==> config.mk <==
export PLATFORM = sky130hd
export DESIGN_NAME = trigger_pulse_sequencer
export DESIGN_NICKNAME = d
export VERILOG_FILES = /design/src/rtl/trigger_pulse_sequencer.sv
export SDC_FILE = /design/constraint.sdc
export NUM_CORES = 1
export LEC_CHECK = 0
export BUFFER_PORTS_ARGS = -buffer_cell sky130_fd_sc_hd__buf_2
export CAP_MARGIN = 20
export CORE_MARGIN = 2
export CORE_UTILIZATION = 25
export CTS_BUF_LIST = sky130_fd_sc_hd__clkbuf_16
export CTS_CLUSTER_SIZE = 40
export DETAILED_ROUTE_END_ITERATION = 10
export GPL_ROUTABILITY_DRIVEN = 0
export PLACE_DENSITY = 0.45
export SKIP_LAST_GASP = 1
export SLEW_MARGIN = 20
export SYNTH_ARGS = -nofsm -noshare
export SYNTH_HDL_FRONTEND = slang
export SYNTH_SLANG_ARGS = --single-unit
==> constraint.sdc <==
create_clock -name sysclk -period 2.85 [get_ports sysclk]
set_input_delay 0.285 -clock sysclk [delete_from_list [all_inputs] [get_ports sysclk]]
set_output_delay 0.285 -clock sysclk [all_outputs]
set_load 0.1 [all_outputs]
==> src/rtl/trigger_pulse_sequencer.sv <==
// Trigger-relative pulse sequencer: arm, wait for a trigger edge, delay, pulse, holdoff, repeat per shot.
// Every output is registered, so it changes in the same cycle as the state it reflects.
module trigger_pulse_sequencer #(
  parameter int DELAY_W     = 16,
  parameter int WIDTH_W     = 8,
  parameter int SHOT_W      = 8,
  parameter int HOLDOFF_CYC = 16
) (
  input  logic               sysclk,
  input  logic               rst_n,
  input  logic               arm,
  input  logic               abort,
  input  logic               trig_in,
  input  logic [DELAY_W-1:0] delay_cfg,
  input  logic [WIDTH_W-1:0] width_cfg,
  input  logic [SHOT_W-1:0]  shots_cfg,
  output logic               pulse_out,
  output logic               busy,
  output logic               done,
  output logic [SHOT_W-1:0]  shot_count,
  output logic               trig_missed,
  output logic [2:0]         state_out
);

  typedef enum logic [2:0] {
    S_IDLE      = 3'd0,
    S_WAIT_TRIG = 3'd1,
    S_DELAY     = 3'd2,
    S_PULSE     = 3'd3,
    S_HOLDOFF   = 3'd4
  } state_e;

  // One down-counter serves delay, pulse width and holdoff; size it for the widest.
  localparam int HO_W  = (HOLDOFF_CYC > 1) ? $clog2(HOLDOFF_CYC) : 1;
  localparam int DW_W  = (DELAY_W > WIDTH_W) ? DELAY_W : WIDTH_W;
  localparam int CNT_W = (DW_W > HO_W) ? DW_W : HO_W;
  localparam logic [CNT_W-1:0] HOLD_M1 = CNT_W'(HOLDOFF_CYC - 1);

  state_e              state_q, state_d;
  logic [CNT_W-1:0]    cnt_q, cnt_d;
  logic [DELAY_W-1:0]  delay_q, delay_d;
  logic [WIDTH_W-1:0]  width_q, width_d;
  logic [SHOT_W-1:0]   shots_q, shots_d;
  logic [SHOT_W-1:0]   shot_count_q, shot_count_d;
  logic                trig_missed_q, trig_missed_d;
  logic                trig_prev_q;
  logic                pulse_q;
  logic                busy_q;
  logic                done_q, done_d;

  logic                trig_edge;
  logic [CNT_W-1:0]    width_m1;
  logic [CNT_W-1:0]    delay_m1;
  logic [SHOT_W-1:0]   shots_eff;

  assign trig_edge = trig_in & ~trig_prev_q;
  // A zero width or shot count behaves as one.
  assign width_m1  = (width_q == '0) ? '0 : CNT_W'(width_q - WIDTH_W'(1));
  assign delay_m1  = CNT_W'(delay_q - DELAY_W'(1));
  assign shots_eff = (shots_q == '0) ? SHOT_W'(1) : shots_q;

  // NOTE: every signal driven here gets a default first, so no path leaves it unassigned and no latch is inferred.
  always_comb begin
    state_d       = state_q;
    cnt_d         = cnt_q;
    delay_d       = delay_q;
    width_d       = width_q;
    shots_d       = shots_q;
    shot_count_d  = shot_count_q;
    trig_missed_d = trig_missed_q;
    done_d        = 1'b0;

    if (abort) begin
      state_d = S_IDLE;
    end else begin
      unique case (state_q)
        S_IDLE: begin
          if (arm) begin
            delay_d       = delay_cfg;
            width_d       = width_cfg;
            shots_d       = shots_cfg;
            shot_count_d  = '0;
            trig_missed_d = 1'b0;
            state_d       = S_WAIT_TRIG;
          end
        end

        S_WAIT_TRIG: begin
          if (trig_edge) begin
            if (delay_q == '0) begin
              state_d = S_PULSE;
              cnt_d   = width_m1;
            end else begin
              state_d = S_DELAY;
              cnt_d   = delay_m1;
            end
          end
        end

        S_DELAY: begin
          if (trig_edge) trig_missed_d = 1'b1;
          if (cnt_q == '0) begin
            state_d = S_PULSE;
            cnt_d   = width_m1;
          end else begin
            cnt_d = cnt_q - CNT_W'(1);
          end
        end

        S_PULSE: begin
          if (trig_edge) trig_missed_d = 1'b1;
          if (cnt_q == '0) begin
            state_d = S_HOLDOFF;
            cnt_d   = HOLD_M1;
            if (shot_count_q != '1) shot_count_d = shot_count_q + SHOT_W'(1);
          end else begin
            cnt_d = cnt_q - CNT_W'(1);
          end
        end

        S_HOLDOFF: begin
          if (trig_edge) trig_missed_d = 1'b1;
          if (cnt_q == '0) begin
            if (shot_count_q == shots_eff) begin
              state_d = S_IDLE;
              done_d  = 1'b1;
            end else begin
              state_d = S_WAIT_TRIG;
            end
          end else begin
            cnt_d = cnt_q - CNT_W'(1);
          end
        end

        default: state_d = S_IDLE;
      endcase
    end
  end

  // NOTE: state registers use non-blocking assignments so all of them update together from pre-edge values.
  always_ff @(posedge sysclk) begin
    if (!rst_n) begin
      state_q       <= S_IDLE;
      cnt_q         <= '0;
      delay_q       <= '0;
      width_q       <= '0;
      shots_q       <= '0;
      shot_count_q  <= '0;
      trig_missed_q <= 1'b0;
      trig_prev_q   <= 1'b0;
      pulse_q       <= 1'b0;
      busy_q        <= 1'b0;
      done_q        <= 1'b0;
    end else begin
      state_q       <= state_d;
      cnt_q         <= cnt_d;
      delay_q       <= delay_d;
      width_q       <= width_d;
      shots_q       <= shots_d;
      shot_count_q  <= shot_count_d;
      trig_missed_q <= trig_missed_d;
      trig_prev_q   <= trig_in;
      // Decoding from the next state keeps these flops aligned with state_q.
      pulse_q       <= (state_d == S_PULSE);
      busy_q        <= (state_d != S_IDLE);
      done_q        <= done_d;
    end
  end

  assign pulse_out   = pulse_q;
  assign busy        = busy_q;
  assign done        = done_q;
  assign shot_count  = shot_count_q;
  assign trig_missed = trig_missed_q;
  assign state_out   = state_q;

endmodule

==> load_flow_metrics.sql <==
INSERT INTO impl_metrics (metric_group, metric, value, unit) VALUES
('synthesis', 'synth.top_cells.by_area', 'sky130_fd_sc_hd__dfxtp_1 33%, sky130_fd_sc_hd__nand2_1 9.5%, sky130_fd_sc_hd__a21oi_1 6.7%', ''),
('sta', 'report.final.slew_viol_count', '0', ''),
('drt', 'vias', '3891', ''),
('power', 'power.combinational.fraction', '21.9', '%'),
('finish', 'finish.utilization', '30.8', '%'),
('worst_setup_path', 'timing.critical_path.required', '3.08', 'ns'),
('worst_setup_path', 'worst_r2r_startpoint', 'width_q[0]', ''),
('sta', 'worst_slew_pin_slew', '0.536', 'ns'),
('power', 'power_frac_clock', '42.5', '%'),
('floorplanning', 'core_area', '15100', 'µm²'),
('clock_tree', 'clkSlewWorstSetupHoldPaths', '0.06', 'ns'),
('drt', 'drt_drc_violations_left', '0', ''),
('clock_tree', 'cts_post_setup_buffers_inserted', '0', ''),
('worst_setup_path', 'cp_max_fo', '6', ''),
('drt', 'detailedRoute.firstIterationViolations', '322', ''),
('sta', 'fin_skew', '0.00788', 'ns'),
('place', 'place.port_buffers', '51', ''),
('worst_setup_path', 'critPathCaptureType', 'flip-flop', ''),
('worst_setup_path', 'timing_worst_setup_path_type', 'flip-flop to flip-flop', ''),
('drt', 'first_pass_iters', '5', ''),
('finish', 'final_nets', '609', ''),
('worst_hold_path', 'worstHoldStart', 'trig_in', ''),
('drt', 'routed_wirelength', '11.8', 'mm'),
('sta', 'grt_setup_unrepaired', 'no', ''),
('worst_setup_path', 'setup.reg_to_reg.worst_slack', '0.25', 'ns'),
('place', 'hpwl', '8.74', 'mm'),
('clock_tree', 'cts_hold_buffers', '0', ''),
('synthesis', 'post_synth.cell_area_avg', '7.49', 'µm²'),
('grt', 'via_count_of_the_first_global_routing_pass', '3668', ''),
('clock_tree', 'max_clock_buf_depth', '2', ''),
('sta', 'setup_ws', '0.249', 'ns'),
('sta', 'hold_viol_final', '0', ''),
('synthesis', 'synth_nets', '560', ''),
('worst_hold_path', 'hold_path_depth', '2', ''),
('sta', 'max-slew-margin-rel', '63.9', '%'),
('worst_setup_path', 'r2r_end', 'cnt_q[11]', ''),
('run_status', 'run_status', 'finished clean', ''),
('synthesis', 'post-synth-top-count-cell', 'sky130_fd_sc_hd__nand2_1', ''),
('power', 'leakage', '0.00183', 'µW'),
('synthesis', 'asyncSetResetFlopFracSynth', '0', '%'),
('synthesis', 'postSynthCellCount', '516', ''),
('synthesis', 'post_synth_edffs', '0', ''),
('synthesis', 'syn-cell-area', '3860', 'µm²'),
('grt', 'global_route.usage.total', '15.0', '%'),
('grt', 'overflow', '0', ''),
('finish', 'synthToLayoutAreaGrowth', '20.6', '%'),
('drt', 'drt-wirelength-per-cell', '15.6', 'µm'),
('clock_tree', 'tritoncts_clock_tree', 'done', ''),
('floorplanning', 'die_height', '128', 'µm'),
('power', 'ir_worst_vdd', '0.310', 'mV'),
('synthesis', 'yosys_warnings', '0', ''),
('grt', 'grt_start_max_net_pins', '44', ''),
('flow_run', 'max_cap_violations', '0', ''),
('floorplanning', 'dieWidth', '128', 'µm'),
('sta', 'finalSetupViolCount', '0', ''),
('finish', 'insertedDiodeCount', '0', ''),
('clock_tree', 'ctsResizeCount', '0', ''),
('clock_tree', 'cts-buffers-inserted', '9', ''),
('sta', 'achievable-frequency', '385', 'MHz'),
('drt', 'via_per_inst', '5.14', ''),
('power', 'power.sequential.fraction', '35.6', '%'),
('worst_setup_path', 'arrival', '2.83', 'ns'),
('worst_setup_path', 'cell_count_of_the_worst_reg_to_reg_path', '8', ''),
('power', 'switching_power', '803', 'µW'),
('floorplanning', 'initial_utilization', '25.5', '%'),
('synthesis', 'netlist.top_cell.by_area', 'sky130_fd_sc_hd__dfxtp_1', ''),
('synthesis', 'synthDistinctLibCells', '55', ''),
('grt', 'grt_pass1_wl', '19.5', 'mm'),
('power', 'p_int', '1920', 'µW'),
('drt', 'postRouteAntennaNets', '0', ''),
('sta', 'layout_worst_path_cycle_share', '91.3', '%');
[per-layer routing]
layer / wire, µm / part of all wire, % / global-route usage (%)
met4: 132 / 1.1 / 4.52
met1: 5690 / 48 / 20.5
met2: 5380 / 46 / 23.4
met3: 605 / 5.1 / 3.45
met5: 0 / 0 / 0
[flip-flops by register name, summed over array words and instances, names as in the netlist]
signal	count
cnt_q	16
state_out	3
done	1
trig_prev_q	1
shot_count	8
shots_q	8
busy	1
delay_q	16
trig_missed	1
pulse_out	1
width_q	8
[critical path: stages, from the launching register on]
cell,delay (ns)
sky130_fd_sc_hd__dfxtp_1,0.34
sky130_fd_sc_hd__inv_1,0.10
sky130_fd_sc_hd__ha_1,0.18
sky130_fd_sc_hd__or3b_2,0.51
sky130_fd_sc_hd__or3_1,0.46
sky130_fd_sc_hd__nor4_2,0.25
sky130_fd_sc_hd__or2_2,0.24
sky130_fd_sc_hd__a211oi_1,0.08
sky130_fd_sc_hd__a2111oi_2,0.34
[through the flow]
step,hold WS [ns],cells
6_report,0.180,757
3_5_place_dp,0.477,742
2_1_floorplan,0.407,516
5_1_grt,0.190,757
3_3_place_gp,0.466,742
4_1_cts,0.167,757
[cell usage in the layout (no fill, tap or decap), drive strengths merged, types with 3 or more instances in the layout]
cell type,n
a21oi,52
a211o,3
clkbuf,9
mux2i,3
dfxtp,64
a311oi,3
a2111oi,3
clkinv,4
a22oi,4
ha,7
nand4,5
nand2b,5
or4,11
o21ai,20
xnor2,21
a211oi,13
nor4,15
inv,16
nor4b,5
nor3,20
o211ai,4
nor2b,3
xor2,12
a31oi,5
o32ai,3
and3,5
nand3,11
buf,67
o22ai,3
or3,5
nor3b,3
and4,3
o31ai,6
nor2,38
nand2,98
[area by class of cell]
| class | instances | area, µm² |
|---|---|---|
| Clock inverter | 6 | 76.3 |
| Tap cell | 188 | 235 |
| Multi-Input combinational cell | 407 | 2410 |
| Sequential cell | 64 | 1280 |
| Timing Repair Buffer | 67 | 375 |
| Inverter | 16 | 60.1 |
| Fill cell | 1625 | 10500 |
| Clock buffer | 9 | 225 |
[kinds of logic (layout without fill, tap and decap cells)]
group	count (synthesis)	count (layout)	synth area share, %
fa+ha+maj	7	7	2.27
mux	3	3	0.777
xor+xnor	33	33	7.48
simple gates	235	235	30.6
flops	64	64	33.1
buf+inv	45	98	4.73
compound gates	129	129	21.0
[how the worst max path moves through the flow]
stage | from | to | slack, ns
2_1_floorplan | state_out[0] | cnt_q[11] | 0.11
3_3_place_gp | delay_q[0] | cnt_q[0] | 0.35
3_5_place_dp | width_q[0] | cnt_q[11] | 0.27
4_1_cts | width_q[0] | cnt_q[11] | 0.25
5_1_grt | delay_q[0] | cnt_q[0] | 0.07
6_report | width_q[0] | cnt_q[11] | 0.25
[power by group through the flow]
| stage | clock [µW] | sequential [µW] | combinational (µW) |
|---|---|---|---|
| finish | 1160 | 967 | 595 |
| floorplan | 0 | 986 | 410 |
| global route | 1220 | 972 | 666 |
| CTS | 1190 | 967 | 593 |
| global placement | 0 | 985 | 591 |
| detailed placement | 0 | 987 | 588 |
Power figures use the tool's default switching activity.
